[config.mk]
export PLATFORM = sky130hd
export DESIGN_NAME = dmem_store_buffer_flat
export DESIGN_NICKNAME = d
export VERILOG_FILES = /design/src/rtl/dmem_store_buffer_if.sv /design/src/rtl/dmem_store_buffer.sv /design/src/flat_wrapper.sv
export SDC_FILE = /design/constraint.sdc
export NUM_CORES = 1
export LEC_CHECK = 0
export CAP_MARGIN = 20
export CORE_MARGIN = 1
export CORE_UTILIZATION = 39
export DETAILED_ROUTE_END_ITERATION = 10
export GPL_TIMING_DRIVEN = 0
export SLEW_MARGIN = 5
export SYNTH_ARGS = -nofsm -noshare
export SYNTH_HDL_FRONTEND = slang
export SYNTH_SLANG_ARGS = --single-unit
[constraint.sdc]
create_clock -name i_CLK -period 11.8 [get_ports i_CLK]
set_input_delay 2.36 -clock i_CLK [delete_from_list [all_inputs] [get_ports i_CLK]]
set_output_delay 2.36 -clock i_CLK [all_outputs]
set_load 0.01 [all_outputs]
[src/rtl/dmem_store_buffer_if.sv]
// dmem_store_buffer_if: pipeline-side store/load bus and data-memory port of the posted-store buffer.
// master = pipeline/memory environment, slave = the buffer.
interface dmem_store_buffer_if #(
  parameter int DEPTH      = 4,
  parameter int ADDR_WIDTH = 10,
  parameter int DATA_WIDTH = 32
);
  localparam int CW = $clog2(DEPTH) + 1;
  logic                  i_Store_Valid;
  logic [ADDR_WIDTH-1:0] i_Store_Address;
  logic [DATA_WIDTH-1:0] i_Store_Data;
  logic                  o_Store_Ready;
  logic                  i_Load_Valid;
  logic [ADDR_WIDTH-1:0] i_Load_Address;
  logic [DATA_WIDTH-1:0] i_Mem_Read_Data;
  logic [DATA_WIDTH-1:0] o_Load_Data;
  logic                  o_Load_Hit;
  logic                  o_MemWrite;
  logic                  o_MemRead;
  logic [ADDR_WIDTH-1:0] o_Address;
  logic [DATA_WIDTH-1:0] o_Write_Data;
  logic                  o_Empty;
  logic [CW-1:0]         o_Count;
  modport master (
    output i_Store_Valid, i_Store_Address, i_Store_Data, i_Load_Valid, i_Load_Address, i_Mem_Read_Data,
    input  o_Store_Ready, o_Load_Data, o_Load_Hit, o_MemWrite, o_MemRead, o_Address, o_Write_Data, o_Empty, o_Count
  );
  modport slave (
    input  i_Store_Valid, i_Store_Address, i_Store_Data, i_Load_Valid, i_Load_Address, i_Mem_Read_Data,
    output o_Store_Ready, o_Load_Data, o_Load_Hit, o_MemWrite, o_MemRead, o_Address, o_Write_Data, o_Empty, o_Count
  );
endinterface

[src/rtl/dmem_store_buffer.sv]
// dmem_store_buffer: posted-store FIFO in front of data memory with youngest-match load forwarding.
// Define DMEM_STORE_BUFFER_MERGE_EN to merge stores into an already-buffered entry of the same address.
module dmem_store_buffer #(
  parameter int DEPTH      = 4,
  parameter int ADDR_WIDTH = 10,
  parameter int DATA_WIDTH = 32
) (
  input logic i_CLK,
  input logic i_RST_n,
  dmem_store_buffer_if.slave bus
);
  localparam int PW = $clog2(DEPTH);
  logic [PW:0]           wp, rp, cnt;
  logic [DEPTH-1:0]      vld;
  logic [ADDR_WIDTH-1:0] adr [DEPTH];
  logic [DATA_WIDTH-1:0] dat [DEPTH];
  logic [PW-1:0]         hd, tl, fsel;
  logic                  full, empty, lv, pop, ready, push, alloc, mhit, fhit;
  assign hd    = rp[PW-1:0];
  assign tl    = wp[PW-1:0];
  assign full  = cnt[PW];
  assign empty = cnt == '0;
  assign lv    = bus.i_Load_Valid && i_RST_n;
  assign pop   = !lv && !empty;
  assign ready = !full || mhit;
  assign push  = bus.i_Store_Valid && ready;
  assign alloc = push && !mhit;
  // Scan oldest to youngest so the last match seen is the youngest entry.
  always_comb begin
    fhit = 1'b0;
    fsel = hd;
    for (int k = 0; k < DEPTH; k++)
      if (vld[hd + PW'(k)] && adr[hd + PW'(k)] == bus.i_Load_Address) begin
        fhit = 1'b1;
        fsel = hd + PW'(k);
      end
  end
`ifdef DMEM_STORE_BUFFER_MERGE_EN
  logic [PW-1:0] msel;
  // The head leaving this cycle cannot absorb a merge; a new entry is allocated instead.
  always_comb begin
    mhit = 1'b0;
    msel = hd;
    for (int k = 0; k < DEPTH; k++)
      if (!(pop && k == 0) && vld[hd + PW'(k)] && adr[hd + PW'(k)] == bus.i_Store_Address) begin
        mhit = 1'b1;
        msel = hd + PW'(k);
      end
  end
`else
  assign mhit = 1'b0;
`endif
  assign bus.o_Store_Ready = ready;
  assign bus.o_Load_Hit    = lv && fhit;
  assign bus.o_Load_Data   = (lv && fhit) ? dat[fsel] : bus.i_Mem_Read_Data;
  assign bus.o_MemRead     = lv;
  assign bus.o_MemWrite    = pop;
  assign bus.o_Address     = lv ? bus.i_Load_Address : adr[hd];
  assign bus.o_Write_Data  = dat[hd];
  assign bus.o_Empty       = empty;
  assign bus.o_Count       = cnt;
  always_ff @(posedge i_CLK or negedge i_RST_n)
    if (!i_RST_n) begin
      wp  <= '0;
      rp  <= '0;
      cnt <= '0;
      vld <= '0;
    end else begin
      if (pop) begin
        vld[hd] <= 1'b0;
        rp      <= rp + 1'b1;
      end
      if (alloc) begin
        vld[tl] <= 1'b1;
        wp      <= wp + 1'b1;
      end
      cnt <= cnt + {{PW{1'b0}}, alloc} - {{PW{1'b0}}, pop};
    end
  always_ff @(posedge i_CLK)
    if (alloc) begin
      adr[tl] <= bus.i_Store_Address;
      dat[tl] <= bus.i_Store_Data;
    end
`ifdef DMEM_STORE_BUFFER_MERGE_EN
    else if (push)
      dat[msel] <= bus.i_Store_Data;
`endif
endmodule

[src/flat_wrapper.sv]
// flat-port wrapper written by rule: the top's interface ports become plain ports
module dmem_store_buffer_flat 
#(
  parameter int DEPTH      = 4,
  parameter int ADDR_WIDTH = 10,
  parameter int DATA_WIDTH = 32
)
  (i_CLK, i_RST_n, bus_i_Store_Valid, bus_i_Store_Address, bus_i_Store_Data, bus_i_Load_Valid, bus_i_Load_Address, bus_i_Mem_Read_Data, bus_o_Store_Ready, bus_o_Load_Data, bus_o_Load_Hit, bus_o_MemWrite, bus_o_MemRead, bus_o_Address, bus_o_Write_Data, bus_o_Empty, bus_o_Count);
  dmem_store_buffer_if #(.DEPTH(DEPTH), .ADDR_WIDTH(ADDR_WIDTH), .DATA_WIDTH(DATA_WIDTH)) bus_i ();
  input logic i_CLK;
  input logic i_RST_n;
  input wire logic [$bits(bus_i.i_Store_Valid)-1:0] bus_i_Store_Valid;
  input wire logic [$bits(bus_i.i_Store_Address)-1:0] bus_i_Store_Address;
  input wire logic [$bits(bus_i.i_Store_Data)-1:0] bus_i_Store_Data;
  input wire logic [$bits(bus_i.i_Load_Valid)-1:0] bus_i_Load_Valid;
  input wire logic [$bits(bus_i.i_Load_Address)-1:0] bus_i_Load_Address;
  input wire logic [$bits(bus_i.i_Mem_Read_Data)-1:0] bus_i_Mem_Read_Data;
  output wire logic [$bits(bus_i.o_Store_Ready)-1:0] bus_o_Store_Ready;
  output wire logic [$bits(bus_i.o_Load_Data)-1:0] bus_o_Load_Data;
  output wire logic [$bits(bus_i.o_Load_Hit)-1:0] bus_o_Load_Hit;
  output wire logic [$bits(bus_i.o_MemWrite)-1:0] bus_o_MemWrite;
  output wire logic [$bits(bus_i.o_MemRead)-1:0] bus_o_MemRead;
  output wire logic [$bits(bus_i.o_Address)-1:0] bus_o_Address;
  output wire logic [$bits(bus_i.o_Write_Data)-1:0] bus_o_Write_Data;
  output wire logic [$bits(bus_i.o_Empty)-1:0] bus_o_Empty;
  output wire logic [$bits(bus_i.o_Count)-1:0] bus_o_Count;
  assign bus_i.i_Store_Valid = bus_i_Store_Valid;
  assign bus_i.i_Store_Address = bus_i_Store_Address;
  assign bus_i.i_Store_Data = bus_i_Store_Data;
  assign bus_i.i_Load_Valid = bus_i_Load_Valid;
  assign bus_i.i_Load_Address = bus_i_Load_Address;
  assign bus_i.i_Mem_Read_Data = bus_i_Mem_Read_Data;
  assign bus_o_Store_Ready = bus_i.o_Store_Ready;
  assign bus_o_Load_Data = bus_i.o_Load_Data;
  assign bus_o_Load_Hit = bus_i.o_Load_Hit;
  assign bus_o_MemWrite = bus_i.o_MemWrite;
  assign bus_o_MemRead = bus_i.o_MemRead;
  assign bus_o_Address = bus_i.o_Address;
  assign bus_o_Write_Data = bus_i.o_Write_Data;
  assign bus_o_Empty = bus_i.o_Empty;
  assign bus_o_Count = bus_i.o_Count;
  dmem_store_buffer #(.DEPTH(DEPTH), .ADDR_WIDTH(ADDR_WIDTH), .DATA_WIDTH(DATA_WIDTH)) u_core (.i_CLK(i_CLK), .i_RST_n(i_RST_n), .bus(bus_i));
endmodule
==> results summary <==
The wire length of the first global-routing pass came out at 38800 µm. Setup repair after global routing left no endpoint under its margin. Internal power comes to between 2 and 2.5 mW. In this run the worst hold path is classified as register to register. The most numerous cell on the critical path is buf_2. 170 I/O pins were placed. The post-route minimum period is approximately 9.7 ns.

The post-detailed-route via-to-cell ratio is 5.48. The cell family contributing the most delay on the critical path is buffers and inverters. The post-CTS setup buffer count came out at 0.

The count of cells in the finished layout, fillers not included, comes to between 1000 and 1500. Final hold analysis gives a worst-case slack of 0.564 ns. After floorplanning, the core was divided into between 50 and 60 placement rows. The worst setup path is captured at an output pin. In this run the static leakage power is 4.46 nW. The setup total negative slack is 0 ns.

For this run, asynchronously set or reset flops after synthesis account for between 6 and 7%. The number of slew-limit violations in the final report came out at 0. The TritonCTS buffer count is 17. The count of state elements after synthesis is 179. The area of the multi-input gates came out at slightly above 4000 µm². Sorting the synthesized cells by area gives the leading types as edfxtp_1, mux4_2, mux2i_1, mux2_2, xnor2_1. The maximum ir drop on the vdd rail came out at 121 µV. After clock tree synthesis, the clock-pin slew on the worst setup and hold paths is 0.07 ns. In the synthesized netlist the dominant register cell turns out to be edfxtp_1.

Wires add up to 25100 µm. The arrival time reported for the critical path endpoint came out at 7.33 ns. Yosys mapped a number of flops with a built-in enable equal to 168.

The vertical die dimension is approximately 160 µm. The signal on the critical path passes through buf_2, buf_2, buf_1, buf_1, inv_1, ha_1, buf_6, buf_6, buf_4, mux2i_1, o221ai_1, a2111o_1, nor4b_4, a21oi_1, xnor2_1, buf_2, mux2_2, o21ai_1, clkdlybuf4s50_1. The tool flagged a number of max-cap violations equal to 0. The proportion of power drawn by the clock network is between 10% and 20%.

The cell total after placement came out at 1114. After detailed routing, the number of remaining DRC violations is 0. The worst setup path is of the register to output pin kind. The power density relative to cell area is 270 nW/µm². The share of layout cells above drive strength 1 is 20.3%. The via count of the first global-routing pass came out at 6748. The count of cell types in the netlist is 52. In this run the mean area of a mapped cell was 15.6 µm². The synthesized design spends more area on one cell type than any other, namely edfxtp_1. The count of filler cells inserted in the layout came out at 2071.

The first-pass detailed-route iteration total came out at 5. The clock tree buffer depth is 2. The area growth from synthesis to layout is 26.9%.

The total overflow left after global routing is 0. The data required time of the critical path is 9.44 ns. The worst clock skew is 0.0129 ns.

The DRC violation total after the first TritonRoute iteration came out at ~430. The routing usage on met2 came out at 33.5%. The worst slew margin relative to its limit came out at 37.6%. The clock network latency to the later pin of the worst-skew pair is 0.43 ns.

The fmax came out at 0.103 GHz. The count of yosys warnings during synthesis is 0. The count of hold buffers inserted by post-cts repair came out at 0. Summing the areas of all fa, ha and maj instances in the mapped netlist gives 1.47% of the synthesized area.

The fraction of the mapped netlist area in compound gates is 4.17%. The cell count after synthesis is 630. The routability-driven placement congestion ratio is 0.935. The floorplan core area is around 25000 µm². Counting every net in the synthesized netlist gives 729. The combined buffer and inverter count along the critical path is 10. The type of origin of the critical path is a register.

The hold violation total from the final report is 0. Summing every instance area after synthesis gives 9850 µm². The reported net switching power came out at 1.21 mW. Once the floorplan was initialized, standard cells occupied 40.2% of the core. The H-tree depth reported by CTS is 4.

The switching power share of the total came out at 36.0%. Of the available clock period, the critical path in the final layout requires between 80% and 90%. The number of nets in the final layout is 908. The number of sinks handled by clock tree synthesis is approximately 180. edfxtp_1 is the most common cell in the netlist. Measured against the total synthesized area, the mux share comes to around 28%. The overall via count from detail_route came out at 6274. The number of endpoints failing setup at the final stage came out at 0. The number of antenna violations at the first check in global routing is 1. The xor and xnor area share after synthesis came out at 3.91%. The proportion of power drawn by flip-flops and latches is 25.6%.

CTS placed an instance of clkbuf_16 at the clock tree root. In the global route stage, met1 resource usage came out at about a quarter. The all-layer global routing usage is 20.0%. Port buffering added 159 buffers.

TritonCTS built the clock tree. The fraction of the mapped netlist area in simple logic gates came out at 3.81%. The area of all placed cells without fillers came out at about 13000 µm².

In the synthesized netlist, the cells that appear most often are edfxtp_1, mux2i_1, mux4_2. The delay of the slowest cell on the worst path is between 0.6 and 0.7 ns. The highest fanout seen on the critical path came out at 10. The cell area after placement is 11900 µm². The share of the synthesized area in the top cell type is 51.2%.

The run finished with clean final reports. In this run the remaining antenna-violating nets after routing total 0. The number of instances resized during post-cts repair came out at 0. The global-route met3 utilization is 4.93%. The highest-utilization routing layer at the global route stage is met2.

In this run the horizontal extent of the chip is roughly 160 µm. The die area came out at between 20000 and 30000 µm². The number of antenna cells inserted came out at 0. The average wire per standard cell is 21.9 µm. By area, the combinational part of the netlist is dominated by multiplexers.

The combinational power share is a little under three fifths. The maximum number of pins on one net before global-route repair came out at 44. At the pin with the least slew margin, the transition time is around 0.94 ns. The register cell area after layout is 5320 µm². The proportion of synthesized chip area in sequential cells is 54.0%. The half-perimeter wire length after placement came out at 17300 µm. The total power after layout came out at 3.37 mW. The library cell contributing the largest single delay on the critical path is buf_1.
[cells by family after synthesis]
group	count (synthesis)
XOR/XNOR	44
AND/OR/NAND/NOR	77
adder cells (fa/ha/maj)	11
AO/OA/AOI/OAI	65
multiplexers	193
flip-flops	179
buffers and inverters	61
[area by class of cell]
type | count | area share [%]
clock buffers | 17 | 3.40
clock inverters | 14 | 1.59
flip-flops and latches | 179 | 42.6
inverters | 13 | 0.390
repair buffers | 160 | 12.8
multi-input cells | 390 | 33.1
well taps | 324 | 3.24
plain buffers | 48 | 2.91
[power groups by stage]
stage                     combinational, mW  clock, mW  sequential [mW]
after floorplan                        1.34          0            0.861
after global placement                 1.91          0            0.872
after detailed placement               1.92          0            0.877
after CTS                              1.93      0.613            0.863
after global routing                   2.03      0.635            0.875
final                                  1.90      0.603            0.864
[layout by cell type (no fill, tap or decap), types with 11 or more instances in the layout]
cell,n
clkdlybuf4s50_1,159
edfxtp_1,168
clkbuf_1,20
dfrtp_1,11
inv_1,12
mux2_2,42
o21ai_1,32
mux2i_1,84
nand2_1,46
clkbuf_16,17
xnor2_1,35
mux4_2,60
[path summary, 6_finish.rpt]
kind,endpoint,startpoint,cells past startpoint,slack (ns)
hold / removal,u_core.bus.o_Count[2]$_DFF_PN0_,u_core.bus.o_Count[2]$_DFF_PN0_,1,0.56
setup / recovery,bus_o_Load_Data[29],u_core.rp[1]$_DFFE_PN0P_,19,2.11
max in group asynchronous,u_core.rp[1]$_DFFE_PN0P_,i_RST_n,1,9.13
setup reg to reg,u_core.rp[1]$_DFFE_PN0P_,u_core.rp[1]$_DFFE_PN0P_,11,8.11
hold reg to reg,u_core.bus.o_Count[2]$_DFF_PN0_,u_core.bus.o_Count[2]$_DFF_PN0_,1,0.56
min in group asynchronous,u_core.bus.o_Count[1]$_DFF_PN0_,i_RST_n,1,2.29
[flip-flops by register name, indices dropped and copies added (netlist names)]
register and cells:
u_core.dat 128, u_core.adr 40, u_core.vld 4, u_core.bus.o_Count 3, u_core.rp 2, u_core.wp 2
[stage by stage]
step                utilization (%)  setup WS (ns)
finish                         51.0           2.11
CTS                            51.0           1.98
global route                   51.0           1.52
detailed placement             48.4           2.47
floorplan                         -           4.49
global placement               48.3           2.03
[per-layer routing]
| metal | part of all wire, % | vias up | routed length, µm |
|---|---|---|---|
| met4 | 0.85 | 2 | 214 |
| met1 | 44 | 3207 | 10900 |
| li1 | - | 2830 | - |
| met2 | 49 | 212 | 12400 |
| met5 | 0.048 | - | 12 |
| met3 | 5.9 | 23 | 1490 |
(Power assumes the default switching activity.)
